===== src/rtl/moving_average2_pkg.sv =====
// Shared defaults and state encoding for the moving-sum inverse (sample recovery) block.
package moving_average2_pkg;

  localparam int DW_DEF  = 8;
  localparam int WIN_DEF = 4;
  localparam int SW_DEF  = DW_DEF + $clog2(WIN_DEF);

  typedef enum logic {
    RUN   = 1'b0,
    FAULT = 1'b1
  } state_t;

endpackage


===== src/rtl/moving_average2_delay_line.sv =====
// WIN-deep shift register holding recovered samples; dout is the sample from WIN accepts ago.
module moving_average2_delay_line
  import moving_average2_pkg::*;
#(
  parameter int DW  = DW_DEF,
  parameter int WIN = WIN_DEF
) (
  input  logic                 clk,
  input  logic                 rst_n,
  input  logic                 en,
  input  logic                 clr,
  input  logic signed [DW-1:0] din,
  output logic signed [DW-1:0] dout
);

  logic signed [DW-1:0] taps [WIN];

  always_ff @(posedge clk or negedge rst_n) begin
    if (!rst_n) begin
      for (int i = 0; i < WIN; i++) taps[i] <= '0;
    end else if (clr) begin
      for (int i = 0; i < WIN; i++) taps[i] <= '0;
    end else if (en) begin
      taps[0] <= din;
      for (int i = 1; i < WIN; i++) taps[i] <= taps[i-1];
    end
  end

  assign dout = taps[WIN-1];

endmodule


===== src/rtl/moving_average2_inverse.sv =====
// Recovers x[n] from a WIN-sample moving sum: x[n] = s[n] - s[n-1] + x[n-WIN], saturated to DW bits.
module moving_average2_inverse
  import moving_average2_pkg::*;
#(
  parameter  int DW  = DW_DEF,
  parameter  int WIN = WIN_DEF,
  localparam int SW  = DW + $clog2(WIN)
) (
  input  logic                 system1000,
  input  logic                 system1000_rstn,
  input  logic signed [SW-1:0] sum_i,
  input  logic                 in_valid,
  output logic                 in_ready,
  input  logic                 clr,
  output logic signed [DW-1:0] sample_o,
  output logic                 out_valid,
  input  logic                 out_ready,
  output logic                 err_o
);

  // True when the SW+2-bit difference does not fit in DW signed bits.
  function automatic logic x_ovf(input logic signed [SW+1:0] v);
    return !((&v[SW+1:DW-1]) || !(|v[SW+1:DW-1]));
  endfunction

  function automatic logic signed [DW-1:0] x_sat(input logic signed [SW+1:0] v);
    if (!x_ovf(v))  return v[DW-1:0];
    else if (v[SW+1]) return {1'b1, {(DW-1){1'b0}}};
    else            return {1'b0, {(DW-1){1'b1}}};
  endfunction

  state_t               state_q, state_d;
  logic signed [SW-1:0] s_prev_p1;
  logic signed [DW-1:0] sample_p1;
  logic                 vld_p1;
  logic signed [DW-1:0] hist_out;
  logic signed [SW+1:0] sum_ext, prev_ext, hist_ext, x_full_p0;
  logic signed [DW-1:0] x_sat_p0;
  logic                 ovf_p0;
  logic                 accept;

  assign in_ready = !vld_p1 || out_ready;
  assign accept   = in_valid && in_ready && !clr;

  // Stage p0: combinational recovery from the current sum and stored history.
  assign sum_ext   = {{2{sum_i[SW-1]}}, sum_i};
  assign prev_ext  = {{2{s_prev_p1[SW-1]}}, s_prev_p1};
  assign hist_ext  = {{(SW+2-DW){hist_out[DW-1]}}, hist_out};
  assign x_full_p0 = sum_ext - prev_ext + hist_ext;
  assign x_sat_p0  = x_sat(x_full_p0);
  assign ovf_p0    = x_ovf(x_full_p0);

  moving_average2_delay_line #(
    .DW  (DW),
    .WIN (WIN)
  ) u_hist (
    .clk   (system1000),
    .rst_n (system1000_rstn),
    .en    (accept),
    .clr   (clr),
    .din   (x_sat_p0),
    .dout  (hist_out)
  );

  always_comb begin
    state_d = state_q;
    if (clr)                 state_d = RUN;
    else if (accept && ovf_p0) state_d = FAULT;
  end

  always_ff @(posedge system1000 or negedge system1000_rstn) begin
    if (!system1000_rstn) state_q <= RUN;
    else                  state_q <= state_d;
  end

  // Stage p1: output register and previous-sum register.
  always_ff @(posedge system1000 or negedge system1000_rstn) begin
    if (!system1000_rstn) begin
      vld_p1    <= 1'b0;
      sample_p1 <= '0;
      s_prev_p1 <= '0;
    end else if (clr) begin
      vld_p1    <= 1'b0;
      s_prev_p1 <= '0;
    end else if (accept) begin
      vld_p1    <= 1'b1;
      sample_p1 <= x_sat_p0;
      s_prev_p1 <= sum_i;
    end else if (out_ready) begin
      vld_p1    <= 1'b0;
    end
  end

  assign sample_o  = sample_p1;
  assign out_valid = vld_p1;
  assign err_o     = (state_q == FAULT);

endmodule


===== config.mk =====
export PLATFORM = sky130hd
export DESIGN_NAME = moving_average2_inverse
export DESIGN_NICKNAME = d
export VERILOG_FILES = /design/src/rtl/moving_average2_pkg.sv /design/src/rtl/moving_average2_delay_line.sv /design/src/rtl/moving_average2_inverse.sv
export SDC_FILE = /design/constraint.sdc
export NUM_CORES = 1
export LEC_CHECK = 0
export ABC_AREA = 1
export BUFFER_PORTS_ARGS = -buffer_cell sky130_fd_sc_hd__buf_2
export CAP_MARGIN = 20
export CELL_PAD_IN_SITES_DETAIL_PLACEMENT = 1
export CELL_PAD_IN_SITES_GLOBAL_PLACEMENT = 2
export CORE_MARGIN = 2
export CORE_UTILIZATION = 35
export DETAILED_ROUTE_END_ITERATION = 16
export PLACE_DENSITY_LB_ADDON = 0.1
export SLEW_MARGIN = 20
export SYNTH_ARGS = -nofsm -noshare
export SYNTH_HDL_FRONTEND = slang
export SYNTH_SLANG_ARGS = --single-unit

===== constraint.sdc =====
create_clock -name system1000 -period 7.34 [get_ports system1000]
set_clock_uncertainty 0.05 [all_clocks]
set_input_delay 1.468 -clock system1000 [delete_from_list [all_inputs] [get_ports system1000]]
set_output_delay 1.468 -clock system1000 [all_outputs]
set_load 0.01 [all_outputs]

### Yosys cells after proc, flatten, opt, wreduce, memory -nomap -nowiden

Cells that the tools add are included.

| storage, ports and cells | value |
|---|---|
| output and inout port bits | 11 |
| input bits | 15 |
| word-level logic and storage cells | 37 |
| bits in registers | 52 |

| operators by class | value |
|---|---|
| reduce and logical (&&, ||, !) cells | 15 |
| add/sub/neg operators | 2 |
| bitwise operators | 1 |
| multiplexer cells | 11 |

Operators by type and width:

| operator | number |
|---|---|
| 32-bit 2-to-1 mux | 2 |
| 10-bit 2-to-1 mux | 2 |
| 8-bit 2-to-1 mux | 2 |
| 11-bit by 8-bit adder with 12-bit output | 1 |
| 10-bit by 10-bit subtractor with 11-bit output | 1 |
| 1-bit 2-to-1 mux | 5 |
| 5-bit AND reduction | 1 |
| 5-bit OR reduction | 1 |
| 1-bit zero test | 4 |
| 2-bit nonzero test | 2 |
| 1-bit logical AND | 3 |
| 3-bit nonzero test | 1 |
| 1-bit logical OR | 2 |
| 2-bit AND reduction | 1 |
| 1-bit inverter | 1 |

### Depth between registers and ports, before layout

Gate-level depths: netlist of the first run.

| logic depth | value |
|---|---|
| word-level depth | 9 |
| depth in mapped cells | 20 |
| depth with buffers taken out | 20 |

### Hierarchy

Synthesis of the first run repeated with hierarchy kept, for this count alone.

| second synthesis, totals | value |
|---|---|
| cell total of the unflattened synthesis | 409 |
| area, all modules | 3,128.0 um2 |

Modules (own cells, without submodules):

| module | cells an instance | seq. area each (um2) | times used | area each (um2) |
|---|---|---|---|---|
| moving_average2_inverse | 261 | 500.5 | 1 | 1,783.0 |
| moving_average2_delay_line | 148 | 800.8 | 1 | 1,345.0 |

### Worst setup path after synthesis of the first run

Ideal clock, no wire load.

| path | value |
|---|---|
| path kind | input to register |
| from | input port sum_i[2] |
| to | register sample_p1[0], in the netlist sample_o[0] |
| required time | 7.172 ns |
| data arrival time | 3.414 ns |
| path slack | 3.758 ns |
| stages | 13 |
| buffers on the path | 0 |
| library setup time | 0.118 ns |
| cells stage by stage | inv_1 fa_1 inv_1 ha_1 or2_1 nand3_2 nand3_1 nand2_2 nand3_2 o21ai_4 nand2_1 nand2_1 nand2_1 |

| between the ends | value |
|---|---|
| word-level cells in the longest chain between the ends | 6 |
| elaborated cells on any way between the ends | 8 |
| classes of those cells | add/sub (2); mux (2); reduce/logical (4) |

RTL lines:

| item | line | RTL |
|---|---|---|
| start, declared | moving_average2_inverse.sv:11 | `input logic signed [SW-1:0] sum_i,` |
| 10-bit by 10-bit subtractor with 11-bit output * | moving_average2_inverse.sv:49 | `assign x_full_p0 = sum_ext - prev_ext + hist_ext;` |
| 11-bit by 8-bit adder with 12-bit output * | moving_average2_inverse.sv:49 |  |
| 5-bit OR reduction | moving_average2_inverse.sv:23 | `return !((&v[SW+1:DW-1]) \|\| !(\|v[SW+1:DW-1]));` |
| 1-bit zero test | moving_average2_inverse.sv:23 |  |
| 1-bit logical OR | moving_average2_inverse.sv:23 |  |
| 8-bit 2-to-1 mux * | moving_average2_inverse.sv:27 | `if (!x_ovf(v)) return v[DW-1:0];` |
| end signal, assigned | moving_average2_inverse.sv:87 | `sample_p1 <= x_sat_p0;` |
| end, declared | moving_average2_inverse.sv:34 | `logic signed [DW-1:0] sample_p1;` |

Every way passes the cells marked *; elsewhere a longest branch is shown, timed or not.
A chain may end at the register's enable or synchronous reset.

### Worst setup path after layout of the first run

| path | value |
|---|---|
| from | input port sum_i[5] |
| to | register sample_p1[6], in the netlist sample_o[6] |

Same word-level chain as after synthesis.

==> impl_metrics.ini, run 1 <==
[yosys]
async_flop_share = 1.000
ys_seq_elements = 52
synth-edff-count = 0
ys_seq_area_frac = 0.4388
synth_fp_nets = 405
synth_area_mm2 = 0.002965
yosysWarnings = 0
netlist_instances = 368
synth_cell_types = 28
syn_avg_cell_area_um2 = 8.058
ys.flop_type = dfrtp_1

[floorplan]
die_x_um = 96.05
die_area_mm2 = 0.009225
die_height_um = 96.05
start_util = 0.3609
rows = 33
core_mm2 = 0.008217
ios = 26

[cts]
cts_sinks = 52
cts_buffer_depth = 2
htreeDepth = 2
path_clk_slew_ns = 0.10
hold_buffers = 0
cts_setup_buffers = 0
cts_buffers = 5
cts_tree = built
cts_resized = 0
insertion_delay_ns = 0.31
cts-root-buf = clkbuf_8

[finish]
n_antenna_cell = 0
area_growth_pct = 11.31
drive_gt1_frac = 0.1360
nets = 433

[route]
drt_wl_total_um = 6766
drt_iter0_drc = 50
vias = 2299
drc = 0
ant_nets = 0
dr.pass1.iters = 4
avgViaCountPerCell = 4.580
wl_per_cell_um = 13.48

[timing]
fmax_mhz = 274.1
maxSlewHeadroom = 0.5469
min_period_ns = 3.649
hold_viol = 0
worst_pin_slew_ns = 0.6797
rsz0062_at_grt = no
final_max_slew_viol_count = 0
finalCritPeriodShare = 0.4971
fin_tns_setup_ns = 0
finalSetupViolCount = 0
setup_slack_ns = 3.691

[min_path]
hold_path_class = flip-flop to flip-flop

[setup_path]
end_kind = flip-flop
crit_arrival_ns = 3.80
crit_fanout = 8
crit_required_ns = 7.49
worstSetupStartpointType = input port
path_class = input port to flip-flop

[global_routing]
antenna_found_initial = 0
gr-max-usage-layer = met2
grtUsageMet3 = 0.02584
grt_use_total = 0.1658
globalRouteMet2Util = 0.2830
grt_pass1_vias = 2492
grt.overflow.total = 0
grt_pass1_wl_um = 11740
use_met1 = 0.2246
grt_max_degree = 53

[power]
pwr_density_cell_mw_per_mm2 = 229.4
power_leakage_nw = 1.795
ir_drop_mv = 0.07904

[place]
gp_congestion = 0.7485
portBuffers = 25
hpwl_um = 4987
dp_slack_ns = 3.318

[run]
maxCapViolCount = 0

[status]
status = complete, no violations
[worst max-delay path: stages]
cell	delay (ns)
buf_2	0.08
inv_1	0.06
fa_1	0.54
inv_1	0.05
ha_1	0.34
nand2_1	0.14
nor2_2	0.14
nand3_2	0.10
nand2_2	0.09
nand2_1	0.06
nand2_2	0.09
nand3_2	0.10
o21ai_4	0.28
nand2_1	0.09
nand2_1	0.09
nand2_1	0.07
[Yosys cell counts (4+ instances only)]
cell type  count  area [µm²]
clkbuf_1       6       22.52
o22ai_1       17       106.4
fa_1          10       200.2
nand2_1      121       454.2
a21oi_1        4       20.02
inv_1         80       300.3
nand2_2        5       31.28
o21ai_0       19       95.09
ha_1          12       150.1
nand3_2        4       40.04
nor2_1         7       26.28
nand3_1        8       40.04
dfrtp_1       52        1301
[where the power goes]
| group | internal, W | total (W) | switching (W) |
|---|---|---|---|
| combinational | 0.0000911 | 0.000251 | 0.000160 |
| sequential | 0.000321 | 0.000340 | 0.0000190 |
| clock | 0.0000683 | 0.000167 | 0.0000985 |
| total | 0.000480 | 0.000757 | 0.000277 |
[logic make-up (layout without fill, tap and decap cells)]
| family | count (synthesis) | in the layout | synth area share |
|---|---|---|---|
| compound gates | 43 | 43 | 0.08608 |
| fa+ha+maj | 22 | 22 | 0.1181 |
| flops | 52 | 52 | 0.4388 |
| xor+xnor | 5 | 5 | 0.01477 |
| buf+inv | 90 | 119 | 0.1152 |
| simple gates | 156 | 156 | 0.2270 |
[worst paths after layout]
check,startpoint,end,slack [ns],cells past startpoint
worst max register to register,s_prev_p1[5],sample_o[6],4.60,14
max in group asynchronous,system1000_rstn,u_hist.taps[26],5.56,2
worst max-delay path,sum_i[5],sample_o[6],3.69,16
min in group asynchronous,system1000_rstn,u_hist.taps[13],1.22,2
worst min-delay path,u_hist.taps[28],u_hist.taps[28],0.44,2
worst min register to register,u_hist.taps[28],u_hist.taps[28],0.44,2
[layer usage]
| metal | vias to the layer above | part of all wire |
|---|---|---|
| met2 | 24 | 0.47 |
| met4 | 0 | 0.0071 |
| li1 | 1166 | - |
| met1 | 1105 | 0.50 |
| met5 | - | 0 |
| met3 | 4 | 0.020 |
[area by class of cell]
class                      instances  area (µm²)
fill                            1015        4916
clock buffer                       6       72.57
sequential                        52        1301
multi-input combinational        226        1323
timing repair buffer              28       147.6
clock inverter                     2       13.76
inverter                          83       311.5
tap                              105       131.4
[layout by cell type, fill, tap and decap left out]
master    count
nand2_1     121
inv_1        79
dfrtp_1      52
buf_2        25
o21ai_0      19
o22ai_1      17
ha_1         12
fa_1         10
nand3_1       8
nor2_1        7
nand2_2       5
clkbuf_8      5
nand3_2       4
a21oi_1       4
nor2_2        3
inv_2         3
xnor2_1       3
buf_4         3
or2_1         2
nand3b_1      2
xor2_1        2
clkinv_1      1
a22o_1        1
a21oi_2       1
nand4_2       1
nand4_1       1
nor3_1        1
nand2_4       1
o21ai_4       1
clkbuf_1      1
clkinv_2      1
inv_6         1
[registers in the layout, summed over array words and instances (netlist names)]
signal	count
sample_o	8
s_prev_p1	10
out_valid	1
u_hist.taps	24
u_hist.dout	8
err_o	1
[stage by stage]
| stage | instance area [µm²] | std cells | hold WS [ns] | total power [W] | util |
|---|---|---|---|---|---|
| after CTS | 3301 | 502 | 0.4445 | 0.0007786 | 0.4017 |
| after detailed placement | 3214 | 494 | 0.4106 | 0.0006034 | 0.3912 |
| after global placement | 3214 | 494 | 0.4084 | 0.0006009 | 0.3912 |
| final | 3301 | 502 | 0.4369 | 0.0007573 | 0.4017 |
| after floorplan | 2965 | 368 | 0.3994 | 0.0005217 | - |
| after global routing | 3301 | 502 | 0.4778 | 0.0008282 | 0.4017 |
Note: power is estimated with default switching activity, not from simulation.
==> inputs of run 2 (changes only) <==
--- a/config.mk
+++ b/config.mk
@@ -5,7 +5,7 @@
 export SDC_FILE = /design/constraint.sdc
 export NUM_CORES = 1
 export LEC_CHECK = 0
-export ABC_AREA = 1
+export ABC_AREA = 0
 export BUFFER_PORTS_ARGS = -buffer_cell sky130_fd_sc_hd__buf_2
 export CAP_MARGIN = 20
 export CELL_PAD_IN_SITES_DETAIL_PLACEMENT = 1
==> constraint.sdc (replaced) <==
create_clock -name system1000 -period 3.1 [get_ports system1000]
set_clock_uncertainty 0.05 [all_clocks]
set_input_delay 0.62 -clock system1000 [delete_from_list [all_inputs] [get_ports system1000]]
set_output_delay 0.62 -clock system1000 [all_outputs]
set_load 0.01 [all_outputs]
==> run 2 against run 1 <==
Effect of this change: die area fell by 3.4%; power rose to 2.7 times the previous value; final area is 14% higher; flip-flop and latch count is the same; critical path depth is 4 lower; global-route usage grew 0.77 points; core utilization grew 8.2 points; routed wire length grew 4.4%; non-clock buffer count up 43; synthesized area down 3.5%; via count fell by 3.9%; largest cell class unchanged.
==> impl_metrics.ini, run 2 <==
[timing]
finalCritPeriodShare = 0.9687
final_max_slew_viol_count = 0
min_period_ns = 3.003
rsz0062_at_grt = yes
fin_tns_setup_ns = 0
hold_viol = 0
holdWs_ns = 0.2526
worst_pin_slew_ns = 0.6028
maxSlewHeadroom = 0.5981
finalSetupViolCount = 0
fmax_mhz = 333.0

[finish]
nets = 366
largest_reg_flops = 24
final_area_mm2 = 0.003776
final_cell_mix = dfrtp_1 (52), buf_4 (44), inv_1 (37)
layout_commonest_cell = dfrtp_1
drive_gt1_frac = 0.4303
final_core_util = 0.4837
n_antenna_cell = 0
top_register = u_hist.taps
reg.largest.list = u_hist.taps x24, s_prev_p1 x10
area_growth_pct = 32.02

[yosys]
ys.flop_type = dfrtp_1
ys_top_cells_by_area = dfrtp_1 (45%), a22o_1 (8.0%), fa_1 (7.0%)
yosysWarnings = 0
netlist_instances = 261
async_flop_share = 1.000
synth-edff-count = 0
syn_avg_cell_area_um2 = 10.96
ys_seq_elements = 52
synth_area_mm2 = 0.002860
synth.most_common_cell = dfrtp_1
synth_fp_nets = 298
synth_common_cells = dfrtp_1 (52), inv_1 (44), a22o_1 (26)
netlist.area_leader.share = 0.4549
synth_area_leader_cell = dfrtp_1
ys_seq_area_frac = 0.4549
synth_cell_types = 47

[route]
vias = 2209
drc = 0
drt_iter0_drc = 47
drt_wl_total_um = 7065
wl_per_cell_um = 16.35
dr.pass1.iters = 4
avgViaCountPerCell = 5.113
ant_nets = 0

[floorplan]
rows = 32
start_util = 0.3663
ios = 26
die_x_um = 94.40
core_mm2 = 0.007807
die_height_um = 94.40
die_area_mm2 = 0.008911

[cts]
cts_sinks = 52
insertion_delay_ns = 0.31
cts_tree = built
cts_buffers = 5
cts_buffer_depth = 2
hold_buffers = 0
path_clk_slew_ns = 0.10
cts-root-buf = clkbuf_8
htreeDepth = 2

[setup_path]
crit_fanout = 7
cp-startpoint = sum_i[4]
worstSetupStartpointType = input port
end_kind = flip-flop
crit_required_ns = 3.25
path_class = input port to flip-flop
crit_arrival_ns = 3.15
rr_worst_depth = 12
reg2reg_from = u_hist.dout[1]

[global_routing]
grtUsageMet3 = 0.02634
antenna_found_initial = 0
grt.overflow.total = 0
gr-max-usage-layer = met2
grt_use_total = 0.1734
grt_pass1_wl_um = 11880
use_met1 = 0.2255
grt_pass1_vias = 2317
grt_max_degree = 30
globalRouteMet2Util = 0.3036

[min_path]
hold_path_class = input port to async pin

[place]
gp_congestion = 0.8091
portBuffers = 25
placed_area_mm2 = 0.003497
hpwl_um = 5254

[status]
status = complete, no violations

[run]
maxCapViolCount = 0

[power]
ir_drop_mv = 0.2379
power_leakage_nw = 1.768
pwr_density_cell_mw_per_mm2 = 538.6
run 2: path summary, 6_finish.rpt:
kind	to	slack, ns
max	u_hist.taps[28]	0.1
min	s_prev_p1[4]	0.25
max reg2reg	u_hist.taps[27]	0.1
min reg2reg	u_hist.taps[13]	0.45
max in group asynchronous	u_hist.taps[27]	1.95
min in group system1000	u_hist.taps[13]	0.45
run 2: stage by stage:
stage               worst slack, ns  std cells  total power [W]
detailed placement          -0.4218        415         0.001582
floorplan                  -0.03364        261         0.001297
global route              -0.006283        432         0.002172
CTS                        0.002987        428         0.002028
finish                      0.09700        432         0.002034
global placement            -0.3540        415         0.001570
run 2: layout make-up:
class                   instances  area (µm²)
well taps                     102       127.6
flip-flops and latches         52        1301
fillers                       863        4031
inverters                      44       172.7
clock inverters                 3       21.27
clock buffers                   5       68.82
multi-input cells             155        1598
repair buffers                 71       486.7
run 2: cells by family after synthesis:
kind of cell	after synthesis	synth area share
AO/OA/AOI/OAI	82	0.2397
XOR/XNOR	7	0.02144
adder cells (fa/ha/maj)	22	0.1225
buffers and inverters	54	0.07393
flip-flops	52	0.4549
AND/OR/NAND/NOR	44	0.08750
run 2: layer usage:
metal,part of all wire,up-vias,wire (µm)
met3,0.015,4,107
met1,0.47,1130,3347
met2,0.51,19,3568
met5,0,-,0
met4,0.0059,0,42
li1,-,1056,-
run 2: critical path, cell delays in order:
cell and delay, ns:
buf_2 0.08, inv_1 0.05, fa_1 0.53, inv_1 0.07
ha_4 0.17, or4_4 0.53, o22ai_2 0.17, xnor2_2 0.12
nor4_4 0.25, buf_4 0.19, nor2_4 0.07, a221o_2 0.30
run 2: what timing repair did:
item                                    CTS  global route
endpoints found under the setup margin   14            15
buffers inserted                          5             4
resized for setup                         7            17
pin swaps                                 6            17
hold endpoints to repair                  0             0
run 2: power breakdown:
group / leakage [nW] / switching (W) / total (W) / internal (W)
combinational: 1.04 / 0.000394 / 0.000804 / 0.000411
clock: 0.0445 / 0.000241 / 0.000402 / 0.000161
sequential: 0.682 / 0.0000601 / 0.000828 / 0.000768
